<file path="config.mk">
export PLATFORM = sky130hd
export DESIGN_NAME = core_l1d_bridge
export DESIGN_NICKNAME = d
export VERILOG_FILES = /design/src/rtl/core_l1d_bridge.sv
export SDC_FILE = /design/constraint.sdc
export NUM_CORES = 1
export LEC_CHECK = 0
export BUFFER_PORTS_ARGS = -buffer_cell sky130_fd_sc_hd__buf_2
export CORE_MARGIN = 2
export CORE_UTILIZATION = 30
export DETAILED_ROUTE_END_ITERATION = 10
export GPL_TIMING_DRIVEN = 0
export MAX_ROUTING_LAYER = met4
export SETUP_SLACK_MARGIN = 0.2
export SYNTH_ARGS = -nofsm -noshare
export SYNTH_HDL_FRONTEND = slang
export SYNTH_SLANG_ARGS = --single-unit
</file>
<file path="constraint.sdc">
create_clock -name clk -period 4.1 [get_ports clk]
set_input_delay 0.205 -clock clk [delete_from_list [all_inputs] [get_ports clk]]
set_output_delay 0.205 -clock clk [all_outputs]
set_load 0.02 [all_outputs]
</file>
<file path="src/rtl/core_l1d_bridge.sv">
// core_l1d_bridge: L1D request/ack to word-wide ready/valid memory port bridge
module core_l1d_bridge #(
  parameter int TIMEOUT_CYCLES = 255
) (
  input  logic        clk,
  input  logic        rst_n,
  input  logic        l1d_req_val_in,
  input  logic [31:0] l1d_req_addr_in,
  input  logic [2:0]  l1d_req_cop_in,
  input  logic [31:0] l1d_req_wdata_in,
  input  logic [2:0]  l1d_req_size_in,
  output logic        l1d_ack_ack_out,
  output logic [31:0] l1d_ack_rdata_out,
  output logic        l1d_err_out,
  output logic        l1d_busy_out,
  output logic        mem_req_val_out,
  input  logic        mem_req_rdy_in,
  output logic [31:0] mem_req_addr_out,
  output logic        mem_req_we_out,
  output logic [3:0]  mem_req_be_out,
  output logic [31:0] mem_req_wdata_out,
  input  logic        mem_ack_val_in,
  input  logic [31:0] mem_ack_rdata_in
);
  typedef enum logic [1:0] {IDLE, REQ, WAIT, RESP} state_t;
  state_t      state;
  logic [15:0] cnt;
  logic [1:0]  off;
  logic [2:0]  size;
  logic        we;
  logic        unused_unc_q;
  logic        unused_cop;
  logic [1:0]  in_off;
  logic        legal;
  logic        tmo;
  logic [3:0]  be_c;
  logic [31:0] wd_c;
  logic [31:0] rd_shift;
  logic [31:0] rd_c;

  assign unused_cop = l1d_req_cop_in[2];
  assign in_off     = l1d_req_addr_in[1:0];

  // Request legality, lane mapping of the incoming request and read-data alignment
  always_comb begin
    legal    = (l1d_req_size_in == 3'b000) ||
               (l1d_req_size_in == 3'b001 && !in_off[0]) ||
               (l1d_req_size_in == 3'b010 && in_off == 2'b00);
    be_c     = (l1d_req_size_in == 3'b000) ? 4'b0001 << in_off :
               (l1d_req_size_in == 3'b001) ? 4'b0011 << in_off : 4'b1111;
    wd_c     = (l1d_req_size_in == 3'b000) ? {4{l1d_req_wdata_in[7:0]}} :
               (l1d_req_size_in == 3'b001) ? {2{l1d_req_wdata_in[15:0]}} : l1d_req_wdata_in;
    rd_shift = mem_ack_rdata_in >> {off, 3'b000};
    rd_c     = (size == 3'b000) ? {24'b0, rd_shift[7:0]} :
               (size == 3'b001) ? {16'b0, rd_shift[15:0]} : rd_shift;
    tmo      = ({1'b0, cnt} + 17'd1) == 17'(TIMEOUT_CYCLES);
  end

  // Transaction FSM; every output is a register updated alongside the state
  always_ff @(posedge clk or negedge rst_n) begin
    if (!rst_n) begin
      state             <= IDLE;
      cnt               <= '0;
      off               <= '0;
      size              <= '0;
      we                <= 1'b0;
      unused_unc_q      <= 1'b0;
      l1d_ack_ack_out   <= 1'b0;
      l1d_ack_rdata_out <= '0;
      l1d_err_out       <= 1'b0;
      l1d_busy_out      <= 1'b0;
      mem_req_val_out   <= 1'b0;
      mem_req_addr_out  <= '0;
      mem_req_we_out    <= 1'b0;
      mem_req_be_out    <= '0;
      mem_req_wdata_out <= '0;
    end else begin
      l1d_ack_ack_out   <= 1'b0;
      l1d_err_out       <= 1'b0;
      l1d_ack_rdata_out <= '0;
      case (state)
        IDLE: if (l1d_req_val_in) begin
          off          <= in_off;
          size         <= l1d_req_size_in;
          we           <= l1d_req_cop_in[0];
          unused_unc_q <= l1d_req_cop_in[1];
          cnt          <= '0;
          l1d_busy_out <= 1'b1;
          if (legal) begin
            state             <= REQ;
            mem_req_val_out   <= 1'b1;
            mem_req_addr_out  <= {l1d_req_addr_in[31:2], 2'b00};
            mem_req_we_out    <= l1d_req_cop_in[0];
            mem_req_be_out    <= be_c;
            mem_req_wdata_out <= wd_c;
          end else begin
            state           <= RESP;
            l1d_ack_ack_out <= 1'b1;
            l1d_err_out     <= 1'b1;
          end
        end
        REQ: begin
          cnt <= cnt + 16'd1;
          if (tmo) begin
            state           <= RESP;
            mem_req_val_out <= 1'b0;
            l1d_ack_ack_out <= 1'b1;
            l1d_err_out     <= 1'b1;
          end else if (mem_req_rdy_in) begin
            state           <= WAIT;
            mem_req_val_out <= 1'b0;
          end
        end
        WAIT: begin
          cnt <= cnt + 16'd1;
          if (tmo) begin
            state           <= RESP;
            l1d_ack_ack_out <= 1'b1;
            l1d_err_out     <= 1'b1;
          end else if (mem_ack_val_in) begin
            state             <= RESP;
            l1d_ack_ack_out   <= 1'b1;
            l1d_ack_rdata_out <= we ? 32'b0 : rd_c;
          end
        end
        default: begin
          state        <= IDLE;
          l1d_busy_out <= 1'b0;
        end
      endcase
    end
  end
endmodule
</file>
Word-level counts from Yosys, hierarchy flattened
Index checks and enable logic that the tools add are counted.
{"block": "classes", "add_sub_neg": 2, "n_eq_ne": 10, "shift": 3, "muxes": 33, "bitwise_logic": 1, "reduce_logical": 18}
{"cell": "2-to-1 mux 32 bit", "n": 8}
{"cell": "one-hot mux 16 bit (2 select lines)", "n": 1}
{"cell": "right shift 32 x 5 -> 32 bit", "n": 1}
{"cell": "adder 16 x 1 -> 17 bit (second input constant)", "n": 1}
{"cell": "equality test 17 x 8 -> 1 bit (second input constant)", "n": 1}
{"cell": "adder 16 x 1 -> 16 bit (second input constant)", "n": 1}
{"cell": "2-to-1 mux 16 bit", "n": 1}
{"cell": "2-to-1 mux 2 bit", "n": 6}
{"cell": "2-to-1 mux 1 bit", "n": 10}
{"cell": "2-to-1 mux 4 bit", "n": 2}
{"cell": "equality test 3 x 1 -> 1 bit (second input constant)", "n": 2}
{"cell": "logical NOT 3 bit", "n": 2}
{"cell": "inequality test 3 bit (second input constant)", "n": 2}
{"cell": "one-hot mux 1 bit (2 select lines)", "n": 3}
{"cell": "one-hot mux 2 bit (3 select lines)", "n": 1}
{"cell": "AND reduction 2 bit", "n": 3}
{"cell": "AND reduction 3 bit", "n": 2}
{"cell": "logical NOT 2 bit", "n": 2}
{"cell": "inequality test 2 bit (second input constant)", "n": 2}
{"cell": "AND reduction 4 bit", "n": 1}
{"cell": "nonzero test 2 bit", "n": 2}
{"cell": "<< shifter 1 x 2 -> 4 bit (first input constant)", "n": 1}
{"cell": "<< shifter 2 x 2 -> 4 bit (first input constant)", "n": 1}
{"cell": "equality test 3 x 2 -> 1 bit (second input constant)", "n": 1}
{"cell": "other kinds (8)", "n": 10}
{"block": "word_totals", "reg_bits": 127, "input_bits": 107, "out_inout_bits": 105, "wordCells": 81}

Depth between registers and ports, before layout
{"block": "depth", "ltp_word": 7, "mapped_depth": 11, "mapped_depth_nobuf": 8}

Least setup slack after synthesis
Ideal clock, no wire load.
{"block": "synth_timing", "path_kind": "reg-to-reg", "start": "register cnt[0]", "end": "register l1d_ack_rdata_out[16]", "setup_ns": 0.122, "t_arrival_ns": 2.777, "required_time_ns": 3.978, "setup_slack_ns": 1.201, "stages_incl_launch_ff": 11, "n_path_buf": 2, "synth_period_minus_slack_ns": 2.899, "cell_sequence": "dfrtp_1 -> ha_1 -> inv_1 -> or4_4 -> mux2i_1 -> or4_4 -> o31ai_4 -> or3_1 -> buf_4 -> buf_6 -> nor2_1"}
{"block": "synth_via", "elab_chain_len": 4}
{"item": "from (decl)", "line": "27", "rtl": "logic [15:0] cnt;"}
{"item": "from (signal assigned)", "line": "103", "rtl": "cnt <= cnt + 16'd1;"}
{"item": "from (signal assigned)", "line": "115", "rtl": "cnt <= cnt + 16'd1;"}
{"item": "adder 16 x 1 -> 17 bit", "line": "56", "rtl": "tmo = ({1'b0, cnt} + 17'd1) == 17'(TIMEOUT_CYCLES);"}
{"item": "equality test 17 x 8 -> 1 bit", "line": "56"}
{"item": "2-to-1 mux 32 bit", "line": "116", "rtl": "if (tmo) begin"}
{"item": "2-to-1 mux 32 bit", "line": "81", "rtl": "case (state)"}
{"item": "to (signal assigned)", "line": "123", "rtl": "l1d_ack_rdata_out <= we ? 32'b0 : rd_c;"}
{"item": "to (decl)", "line": "13", "rtl": "output logic [31:0] l1d_ack_rdata_out,"}
Every way passes these cells.
A chain may end at the register's enable or synchronous reset.

Worst setup path after layout
{"block": "layout_timing", "start": "register cnt[0]", "end": "register l1d_ack_rdata_out[23]"}
Same word-level chain as after synthesis.

==> metrics.yaml <==
timing:
  period_minus_slack_ps: 3369
  slew_violations: 0
  finalClockSkew_ps: 12.76
  setup_tns_ps: 0
  rsz0062_at_grt: "false"
  finalSetupViolations: 0
  finalCritPeriodShare_pct: 82.18
  hold_ws_ps: 30.87
  timing.fmax_ghz: 0.2968
  final_hold_viol_count: 0
  relSlewSlack_pct: 37.23
  worst_pin_slew_ps: 938.0
placed_design:
  dp_hpwl_mm: 13.80
  place_area_um2: 7536
  io_buffers: 204
  gp_congestion: 0.8844
  dp.cells: 1118
route:
  vias_per_cell: 4.714
  ant_nets: 0
  drt_iter0_drc: 262
  routed_wl_mm: 18.94
  vias: 5553
  drcViolationCount: 0
  routedWlPerCell_um: 16.07
  first_pass_iters: 5
setup_path:
  crit_path_start_kind: "flip-flop"
  reg2reg_slack_ps: 730
  critPathKind: "flip-flop to flip-flop"
  crit_arrival_ps: 3660
  critPathRequiredTime_ps: 4390
  slowest_stage: "o31ai_4"
  path_max_fanout: 10
  cp_common_cell: "or4_4"
  path_cells: "ha_1 > inv_1 > or4_4 > mux2i_1 > or4_4 > o31ai_4 > or3_1 > buf_4 > buf_6 > nor2_1"
  end_kind: "flip-flop"
  cpPeakStageDelay_ps: 570
global_route:
  grt_usage_pct: 18.56
  antenna_found_initial: 1
  grt_pass1_wl_mm: 30.65
  overflow: 0
  grt_max_degree: 78
  grt_pass1_vias: 5669
finish:
  final_area_um2: 8451
  stdcell_count: 1178
  area_growth_pct: 37.64
  fill_cells: 2012
  nNetsFinal: 1013
  drive_above_1_share_pct: 29.88
power:
  power_density_nw_per_um2: 668.5
  power.total_uw: 5649
  static-leakage-power_uw: 0.004306
  ir_worst_vdd_mv: 0.2660
synth:
  syn_area_um2: 6140
  synth-main-ff-cell: "dfrtp_1"
  synth-seq-cells: 127
  async_reset_ff_share_pct: 100.0
  synth.area.top_cells: "dfrtp_1 52%, nand2_1 11%, mux2i_1 7.0%"
  avgSynthCellArea_um2: 9.563
  yosys.area.top_type_share_pct: 51.76
  synth_warnings: 0
  synth_cells: 642
  synth-edff-count: 0
  synth_cell_types: 56
  ys_seq_area_share_pct: 51.76
  synth_top_cell_by_area: "dfrtp_1"
cts:
  ctsResizeCount: 0
  cts.sinks: 127
  clk_pin_slew_ps: 60
  tritoncts: "built"
  htreeDepth: 4
  clock-root-buffer: "clkbuf_16"
  cts.path.max_buffers: 2
  post_cts_buffers: 0
  clkLatencyLatePin_ps: 420
  cts_inserted_buffers: 17
job:
  drv_cap: 0
floorplanning:
  start_util_pct: 30.44
  die_h_um: 147.1
  dieArea_um2: 21630
  dieWidth_um: 147.1
  core-area_um2: 20170
  fp-row-count: 52
  ioPinCount: 212
run_status:
  outcome: "finished, final reports clean"
min_path:
  hold_class: "input pin to flip-flop"
[state kept, by name (all words and copies together) (netlist names)]
register and count:
mem_req_be_out 4, mem_req_addr_out 30, state 2, size 3, mem_req_val_out 1, l1d_busy_out 1
cnt 16, we 1, mem_req_we_out 1, mem_req_wdata_out 32, l1d_ack_rdata_out 32, l1d_ack_ack_out 1
l1d_err_out 1, off 2
[repair_timing]
action	CTS	global route
endpoints found under the setup margin	0	0
hold buffers	29	0
hold endpoints to repair	78	0
[placed cells by master (no fill, tap or decap), types with 9 or more instances in the layout]
master	Yosys	layout
buf_2	2	205
clkbuf_1	29	30
ha_1	10	10
dlygate4sd3_1	0	29
nor2b_1	14	14
a21o_1	10	10
nand2_1	177	177
dfrtp_1	127	127
nor2_1	38	38
a211oi_1	18	18
inv_1	10	10
clkbuf_16	0	17
mux2i_1	43	43
a21oi_1	12	12
o31ai_1	9	9
o21ai_0	48	48
[cell families after synthesis]
logic type | after synthesis | synth area share [%]
muxes | 48 | 7.927
other | 1 | 0.06108
xor gates and xnor gates | 4 | 0.5707
buffers and inverters | 54 | 4.463
adders and majority gates | 10 | 2.038
AOI/OAI and AO/OA | 116 | 12.19
and+or+nand+nor | 282 | 20.99
DFF | 127 | 51.76
[cells in the mapped netlist (2+ instances only)]
library cell and n:
a211oi_1 18, a21o_1 10, a21oi_1 12, a31oi_1 3, and2_1 2, and3_1 2, buf_2 2, buf_4 7
buf_6 5, clkbuf_1 29, dfrtp_1 127, ha_1 10, inv_1 10, mux2_2 5, mux2i_1 43, nand2_1 177
nand2b_1 7, nand3_1 6, nand4_1 4, nor2_1 38, nor2b_1 14, nor3_1 7, nor3b_1 7, o21a_1 2
o21ai_0 48, o22ai_1 3, o31ai_1 9, o41ai_1 2, or2_2 2, or4_4 3, xnor2_1 3
[stage by stage]
step	util [%]	setup WS, ps
after floorplan	-	1201
after global placement	37.20	742.6
after detailed placement	37.36	734.5
after CTS	41.86	736.6
after global routing	41.90	502.0
final	41.90	730.8
[path summary, 6_finish.rpt]
path	startpoint	endpoint	cells after the start
min in group asynchronous	rst_n	mem_req_addr_out[15]	2
min reg2reg	mem_req_addr_out[8]	mem_req_addr_out[8]	2
min	l1d_req_wdata_in[7]	mem_req_wdata_out[7]	3
max	cnt[0]	l1d_ack_rdata_out[23]	10
max reg2reg	cnt[0]	l1d_ack_rdata_out[23]	10
max in group asynchronous	rst_n	mem_req_wdata_out[30]	3
[worst max-delay path: cells and delay by family (launching register included)]
| family | cells | cell delay [ps] |
|---|---|---|
| DFF | 1 | 430 |
| AOI/OAI and AO/OA | 1 | 570 |
| and+or+nand+nor | 4 | 1370 |
| buffers and inverters | 3 | 420 |
| muxes | 1 | 140 |
| adders and majority gates | 1 | 300 |
[layout make-up]
type | instances | area, um2 | share of cell area, %
buffer | 44 | 236.5 | 2.798
antenna | 1 | 2.502 | 0.02961
inverter | 10 | 37.54 | 0.4442
clock buffer | 18 | 429.2 | 5.078
sequential | 127 | 3178 | 37.61
tap | 270 | 337.8 | 3.998
clock inverter | 12 | 187.7 | 2.221
multi-input combinational | 462 | 2696 | 31.91
timing repair buffer | 234 | 1345 | 15.92
[where the power goes]
part,switching (uW),internal (uW)
combinational,1410,786
sequential,211,1650
clock,579,1020
[layer usage]
layer,GRT usage [%],share of wire (%),up-vias
met2,28.86,46,224
li1,-,-,2683
met4,5.481,1.3,0
met1,23.94,46,2625
met5,-,0,-
met3,4.845,7.0,21
No activity file was read; power rests on OpenSTA's default activity.
